## config.mk

```make
export PLATFORM = sky130hd
export DESIGN_NAME = vic_wb_buffer
export DESIGN_NICKNAME = d
export VERILOG_FILES = /design/src/rtl/vic_wb_buffer.sv
export SDC_FILE = /design/constraint.sdc
export NUM_CORES = 1
export LEC_CHECK = 0
export BUFFER_PORTS_ARGS = -buffer_cell sky130_fd_sc_hd__buf_2
export CAP_MARGIN = 20
export CORE_MARGIN = 1
export CORE_UTILIZATION = 60
export CTS_CLUSTER_SIZE = 14
export DETAILED_ROUTE_END_ITERATION = 8
export HOLD_SLACK_MARGIN = 0.05
export PLACE_DENSITY = 0.86
export SLEW_MARGIN = 20
export SYNTH_ARGS = -nofsm -noshare
export SYNTH_HDL_FRONTEND = slang
export SYNTH_SLANG_ARGS = --single-unit
```

## constraint.sdc

```tcl
create_clock -name clock -period 15.7 [get_ports clock]
set_clock_uncertainty 0.15 [all_clocks]
set_input_delay 1.57 -clock clock [delete_from_list [all_inputs] [get_ports clock]]
set_output_delay 1.57 -clock clock [all_outputs]
set_load 0.02 [all_outputs]
```

## src/rtl/vic_wb_buffer.sv

```systemverilog
// Writeback buffer behind the victim cache: queues dirty evictions and issues them to memory in FIFO order.
// Optional lookup forwarding CAM is enabled by defining VIC_WB_FWD_EN.
module vic_wb_buffer #(
  parameter  int unsigned NUM_WAYS = 4,
  parameter  int unsigned DEPTH    = 4,
  localparam int unsigned SET_BITS = $clog2(32 / NUM_WAYS),
  localparam int unsigned TAG_BITS = 13 - SET_BITS,
  localparam int unsigned VIC_W    = 64 + TAG_BITS + 2 + SET_BITS
) (
  input  logic                clock,
  input  logic                reset,
  input  logic [VIC_W-1:0]    evicted_vic,
  input  logic                evicted_valid,
  output logic                wb_full,
  output logic [1:0]          wb_command,
  output logic [63:0]         wb_addr,
  output logic [63:0]         wb_data,
  input  logic [3:0]          mem_response,
  input  logic                lk_en,
  input  logic [SET_BITS-1:0] lk_idx,
  input  logic [TAG_BITS-1:0] lk_tag,
  output logic                lk_hit,
  output logic [63:0]         lk_data,
  output logic                wb_overflow
);

  localparam int unsigned AW = $clog2(DEPTH);
  localparam int unsigned PW = AW + 1;
  localparam logic [1:0]  BUS_NONE  = 2'b00;
  localparam logic [1:0]  BUS_STORE = 2'b10;

  typedef enum logic {ST_IDLE = 1'b0, ST_STORE = 1'b1} state_t;

  logic [63:0]         r_data [DEPTH];
  logic [TAG_BITS-1:0] r_tag  [DEPTH];
  logic [SET_BITS-1:0] r_idx  [DEPTH];
  logic [PW-1:0]       r_head;
  logic [PW-1:0]       r_tail;
  logic                r_wb_full;
  logic                r_overflow;
  state_t              r_state;
  state_t              w_state_nxt;

  logic [63:0]         w_in_data;
  logic [TAG_BITS-1:0] w_in_tag;
  logic [SET_BITS-1:0] w_in_idx;
  logic                w_in_valid;
  logic                w_in_dirty;
  logic [AW-1:0]       w_head_slot;
  logic [AW-1:0]       w_tail_slot;
  logic [PW-1:0]       w_head_nxt;
  logic [PW-1:0]       w_tail_nxt;
  logic                w_empty;
  logic                w_full_now;
  logic                w_full_nxt;
  logic                w_pop;
  logic                w_req;
  logic                w_enq;
  logic                w_drop;
  logic                w_lk_hit;
  logic [63:0]         w_lk_data;

  // Unpack the evicted line: {data, tag, valid, dirty, idx}
  assign w_in_idx   = evicted_vic[SET_BITS-1:0];
  assign w_in_dirty = evicted_vic[SET_BITS];
  assign w_in_valid = evicted_vic[SET_BITS+1];
  assign w_in_tag   = evicted_vic[SET_BITS+2 +: TAG_BITS];
  assign w_in_data  = evicted_vic[SET_BITS+2+TAG_BITS +: 64];

  assign w_head_slot = r_head[AW-1:0];
  assign w_tail_slot = r_tail[AW-1:0];
  assign w_empty     = (r_head == r_tail);
  assign w_full_now  = (r_head[AW-1:0] == r_tail[AW-1:0]) && (r_head[AW] != r_tail[AW]);

  // A pop in the same cycle frees a slot, so a full buffer can still accept
  assign w_pop  = (r_state == ST_STORE) && (mem_response != 4'd0);
  assign w_req  = evicted_valid & w_in_valid & w_in_dirty;
  assign w_enq  = w_req & (~w_full_now | w_pop);
  assign w_drop = w_req & w_full_now & ~w_pop;

  assign w_head_nxt = r_head + PW'(w_pop);
  assign w_tail_nxt = r_tail + PW'(w_enq);
  assign w_full_nxt = (w_head_nxt[AW-1:0] == w_tail_nxt[AW-1:0]) &&
                      (w_head_nxt[AW] != w_tail_nxt[AW]);

  always_ff @(posedge clock or posedge reset) begin
    if (reset) begin
      r_state <= ST_IDLE;
    end else begin
      r_state <= w_state_nxt;
    end
  end

  always_comb begin
    w_state_nxt = r_state;
    case (r_state)
      ST_IDLE:  if (!w_empty) w_state_nxt = ST_STORE;
      ST_STORE: if (w_head_nxt == w_tail_nxt) w_state_nxt = ST_IDLE;
    endcase
  end

  always_comb begin
    wb_command = BUS_NONE;
    wb_addr    = '0;
    wb_data    = '0;
    if (r_state == ST_STORE) begin
      wb_command = BUS_STORE;
      wb_addr    = 64'({r_tag[w_head_slot], r_idx[w_head_slot], 3'b000});
      wb_data    = r_data[w_head_slot];
    end
  end

  always_ff @(posedge clock or posedge reset) begin
    if (reset) begin
      r_head     <= '0;
      r_tail     <= '0;
      r_wb_full  <= 1'b0;
      r_overflow <= 1'b0;
      for (int i = 0; i < DEPTH; i++) begin
        r_data[i] <= '0;
        r_tag[i]  <= '0;
        r_idx[i]  <= '0;
      end
    end else begin
      if (w_enq) begin
        r_data[w_tail_slot] <= w_in_data;
        r_tag[w_tail_slot]  <= w_in_tag;
        r_idx[w_tail_slot]  <= w_in_idx;
      end
      r_head    <= w_head_nxt;
      r_tail    <= w_tail_nxt;
      r_wb_full <= w_full_nxt;
      if (w_drop) r_overflow <= 1'b1;
    end
  end

`ifdef VIC_WB_FWD_EN
  logic [PW-1:0] w_count;
  assign w_count = r_tail - r_head;

  // Scan oldest to youngest so the youngest match wins
  always_comb begin
    w_lk_hit  = 1'b0;
    w_lk_data = '0;
    for (int k = 0; k < DEPTH; k++) begin
      if (lk_en && (PW'(k) < w_count) &&
          (r_tag[AW'(r_head + PW'(k))] == lk_tag) &&
          (r_idx[AW'(r_head + PW'(k))] == lk_idx)) begin
        w_lk_hit  = 1'b1;
        w_lk_data = r_data[AW'(r_head + PW'(k))];
      end
    end
  end
`else
  logic w_unused_lk;
  assign w_unused_lk = ^{lk_en, lk_idx, lk_tag};
  assign w_lk_hit    = 1'b0;
  assign w_lk_data   = '0;
`endif

  assign lk_hit      = w_lk_hit;
  assign lk_data     = w_lk_data;
  assign wb_full     = r_wb_full;
  assign wb_overflow = r_overflow;

endmodule

```

==> impl_metrics.py <==
metrics = {
    "routing": {
        "drt_first_pass_iters": 4,
        "route.vias.total": 8268,
        "avgViaCountPerCell": 5.58,
        "antenna_left": 0,
        "dr.first_iter.drc_count": 416,
        "avgRoutedWirePerCell_microns": 19.4,
        "drt_drc_violations_left": 0,
        "postRouteWirelength_microns": 28800,
    },
    "synthesis": {
        "synth.avg_cell_area_sq_um": 15.3,
        "flip_flop_and_latch_count_after_synthesis": 317,
        "muxShareOfSynthArea_pct": 34.4,
        "yosysWarningCount": 0,
        "synth_fa_ha_area_share_pct": 0.248,
        "synth-compound-area-share_pct": 0.182,
        "synthSimpleGateAreaFrac_pct": 3.99,
        "post_synth_xor_area_fraction_pct": 0.521,
        "main_combinational_cell_family_by_area_after_synthesis": "multiplexers",
        "postSynthCellCount": 987,
        "area_of_the_mapped_netlist_sq_um": 15100,
        "ys_types": 26,
        "synth_sequential_area_ratio_pct": 52.5,
    },
    "critical_path": {
        "path_cells": "buf_4 > mux4_2 > and2_1 > buf_2",
        "worst-endpoint-required_ns": 13.98,
        "start_kind": "register",
        "reg2reg_slack_ns": 11.67,
        "critPathCaptureType": "output port",
        "critical_path.slowest_cell": "sky130_fd_sc_hd__dfrtp_4",
        "critPathKind": "reg -> out",
        "data_arrival_critical_path_ns": 3.25,
        "timing.critical_path.slowest_cell_delay_ns": 0.93,
        "critical_path.max_fanout": 44,
    },
    "layout": {
        "sequential_cell_area_sq_um": 7940,
        "mostFrequentLayoutCell": "sky130_fd_sc_hd__dfrtp_1",
        "share_of_final_layout_standard_cells_stronger_than_drive_strength_1_pct": 53.4,
        "layout-area-overhead-vs-synth_pct": 10.7,
        "layout_common_cells": "sky130_fd_sc_hd__dfrtp_1 (314), sky130_fd_sc_hd__mux2_2 (308), sky130_fd_sc_hd__buf_2 (165)",
        "number_of_nets_at_the_end_of_the_flow": 1238,
        "fillerInstances": 1697,
        "multi_input_area_sq_um": 6420,
    },
    "grt": {
        "antenna_found_initial": 3,
        "grt_start_max_net_pins": 168,
        "globalRoute.totalOverflow": 0,
        "grt_use_total_pct": 23.0,
        "first_global_vias": 8829,
        "grt_first_pass_wirelength_microns": 46900,
    },
    "power_and_ir_drop": {
        "fin_total_pwr_mw": 3.73,
        "power_frac_comb_pct": 40.8,
        "power_per_cell_area_nw_per_um2": 223,
        "clk_pwr_share_pct": 20.3,
        "swShare_pct": 33.4,
        "switching_power_summed_over_all_nets_mw": 1.25,
        "power.static_leakage_nw": 7.85,
        "p_int_mw": 2.48,
        "worst_ir_drop_vdd_mv": 0.137,
        "pwr-share-seq_pct": 38.9,
    },
    "clocking": {
        "clock_latency_ns": 0.50,
        "ctsRootBufferMaster": "sky130_fd_sc_hd__clkbuf_16",
        "ctsResizeCount": 0,
        "clk_pin_slew_ns": 0.06,
        "cts-hold-fix-buffers": 0,
        "clock_tree.htree_level_count": 2,
        "cts-buffers-inserted": 34,
        "post_cts_buffers": 0,
        "cts_max_path_buffers": 3,
        "cts_tree": "done",
        "cts_sinks": 317,
    },
    "sta": {
        "grt_setup_unrepaired": "false",
        "share_of_the_clock_period_used_by_the_worst_path_pct": 31.6,
        "tightestPinTransition_ns": 1.01,
        "finalSetupViolations": 0,
        "finalHoldViolations": 0,
        "clock.fmax_mhz": 201,
        "relSlewSlack_pct": 32.8,
        "setup_total_negative_slack_ns": 0,
        "report.final.slew_viol_count": 0,
        "post-route-min-period_ns": 4.97,
    },
    "floorplan": {
        "die-height_microns": 161,
        "die_width_microns": 161,
        "start_util_pct": 61.6,
        "die_ar_sq_um": 25800,
        "core-area_sq_um": 24500,
        "io_pins": 297,
        "num_rows": 57,
    },
    "run_status": {
        "outcome": "finished, final reports clean",
    },
    "placement": {
        "hpwl_microns": 17000,
        "place.port_buffers": 165,
        "globalplace.congestion": 0.725,
    },
    "min_path": {
        "hold_class": "reg -> reg",
    },
    "run": {
        "max_cap_viol_count": 0,
    },
}
## per-stage QoR
stage,hold slack [ns],setup WS [ns],instances,area (sq um),utilization [%]
global placement,0.307,11.13,1423,15700,63.9
finish,0.349,10.73,1481,16700,68.2
global route,0.355,10.46,1480,16700,68.2
detailed placement,0.337,11.12,1423,15700,63.9
CTS,0.351,10.61,1480,16700,68.2
floorplan,0.324,5.21,1103,15600,-
## worst paths after layout
path | from | endpoint | cells past startpoint
worst max register to register | r_head[1]$_DFF_PP0_ | r_data[74]$_DFFE_PP0P_ | 6
min in group asynchronous | reset | r_data[153]$_DFFE_PP0P_ | 2
worst min register to register | r_data[69]$_DFFE_PP0P_ | r_data[69]$_DFFE_PP0P_ | 1
max in group asynchronous | reset | r_data[128]$_DFFE_PP0P_ | 3
worst min-delay path | r_data[69]$_DFFE_PP0P_ | r_data[69]$_DFFE_PP0P_ | 1
worst max-delay path | r_head[0]$_DFF_PP0_ | wb_data[8] | 4
## Yosys cell counts, drive strengths merged
| library cell | n | share of area (%) |
|---|---|---|
| buf | 161 | 7.7 |
| xor2 | 6 | 0.35 |
| mux2 | 308 | 23 |
| and3 | 1 | 0.041 |
| dfrtp | 317 | 52 |
| nand4b | 3 | 0.36 |
| o21bai | 1 | 0.050 |
| nand2 | 1 | 0.025 |
| xnor2 | 3 | 0.17 |
| o31a | 1 | 0.058 |
| inv | 1 | 0.025 |
| ha | 3 | 0.25 |
| conb | 1 | 0.025 |
| and2 | 79 | 3.3 |
| o41a | 1 | 0.074 |
| nand3 | 3 | 0.13 |
| nand4 | 1 | 0.083 |
| clkbuf | 16 | 0.40 |
| nor3 | 1 | 0.033 |
| nor2 | 2 | 0.050 |
| mux4 | 77 | 11 |
## state kept, by name, indices dropped and copies added (netlist names)
name         cells
wb_overflow      1
r_tail           3
r_idx           12
r_state          1
r_data         256
r_tag           40
r_head           3
wb_full          1
## critical path: cells and delay by family, from the launching register on
family        cells  cell delay, ns
flops             1            0.93
simple gates      1            0.19
mux               1            0.60
buf+inv           2            0.99
## power by group through the flow
stage | Clock [mW] | Combinational [mW] | Sequential, mW
2_1_floorplan | 0 | 1.26 | 1.34
3_3_place_gp | 0 | 1.49 | 1.43
3_5_place_dp | 0 | 1.54 | 1.46
4_1_cts | 0.773 | 1.54 | 1.45
5_1_grt | 0.801 | 1.64 | 1.50
6_report | 0.755 | 1.52 | 1.45
## layer usage
layer  GRT usage, %  wire [microns]
met5              0              24
met4           6.65             572
met3           5.09            1590
met2           39.9           14800
met1           29.2           11800
## logic make-up after synthesis
logic type / count (synthesis)
compound gates: 3
buf+inv: 178
simple gates: 91
other cells: 1
mux: 385
fa+ha+maj: 3
flops: 317
xor+xnor: 9
## cell type report
class / instances / area share [%]
clock buffers: 46 / 5.72
diodes: 1 / 0.0150
well taps: 324 / 2.42
repair buffers: 173 / 5.37
inverters: 1 / 0.0972
clock inverters: 11 / 0.553
multi-input cells: 608 / 38.4
flip-flops and latches: 317 / 47.5
Power figures use the tool's default switching activity.
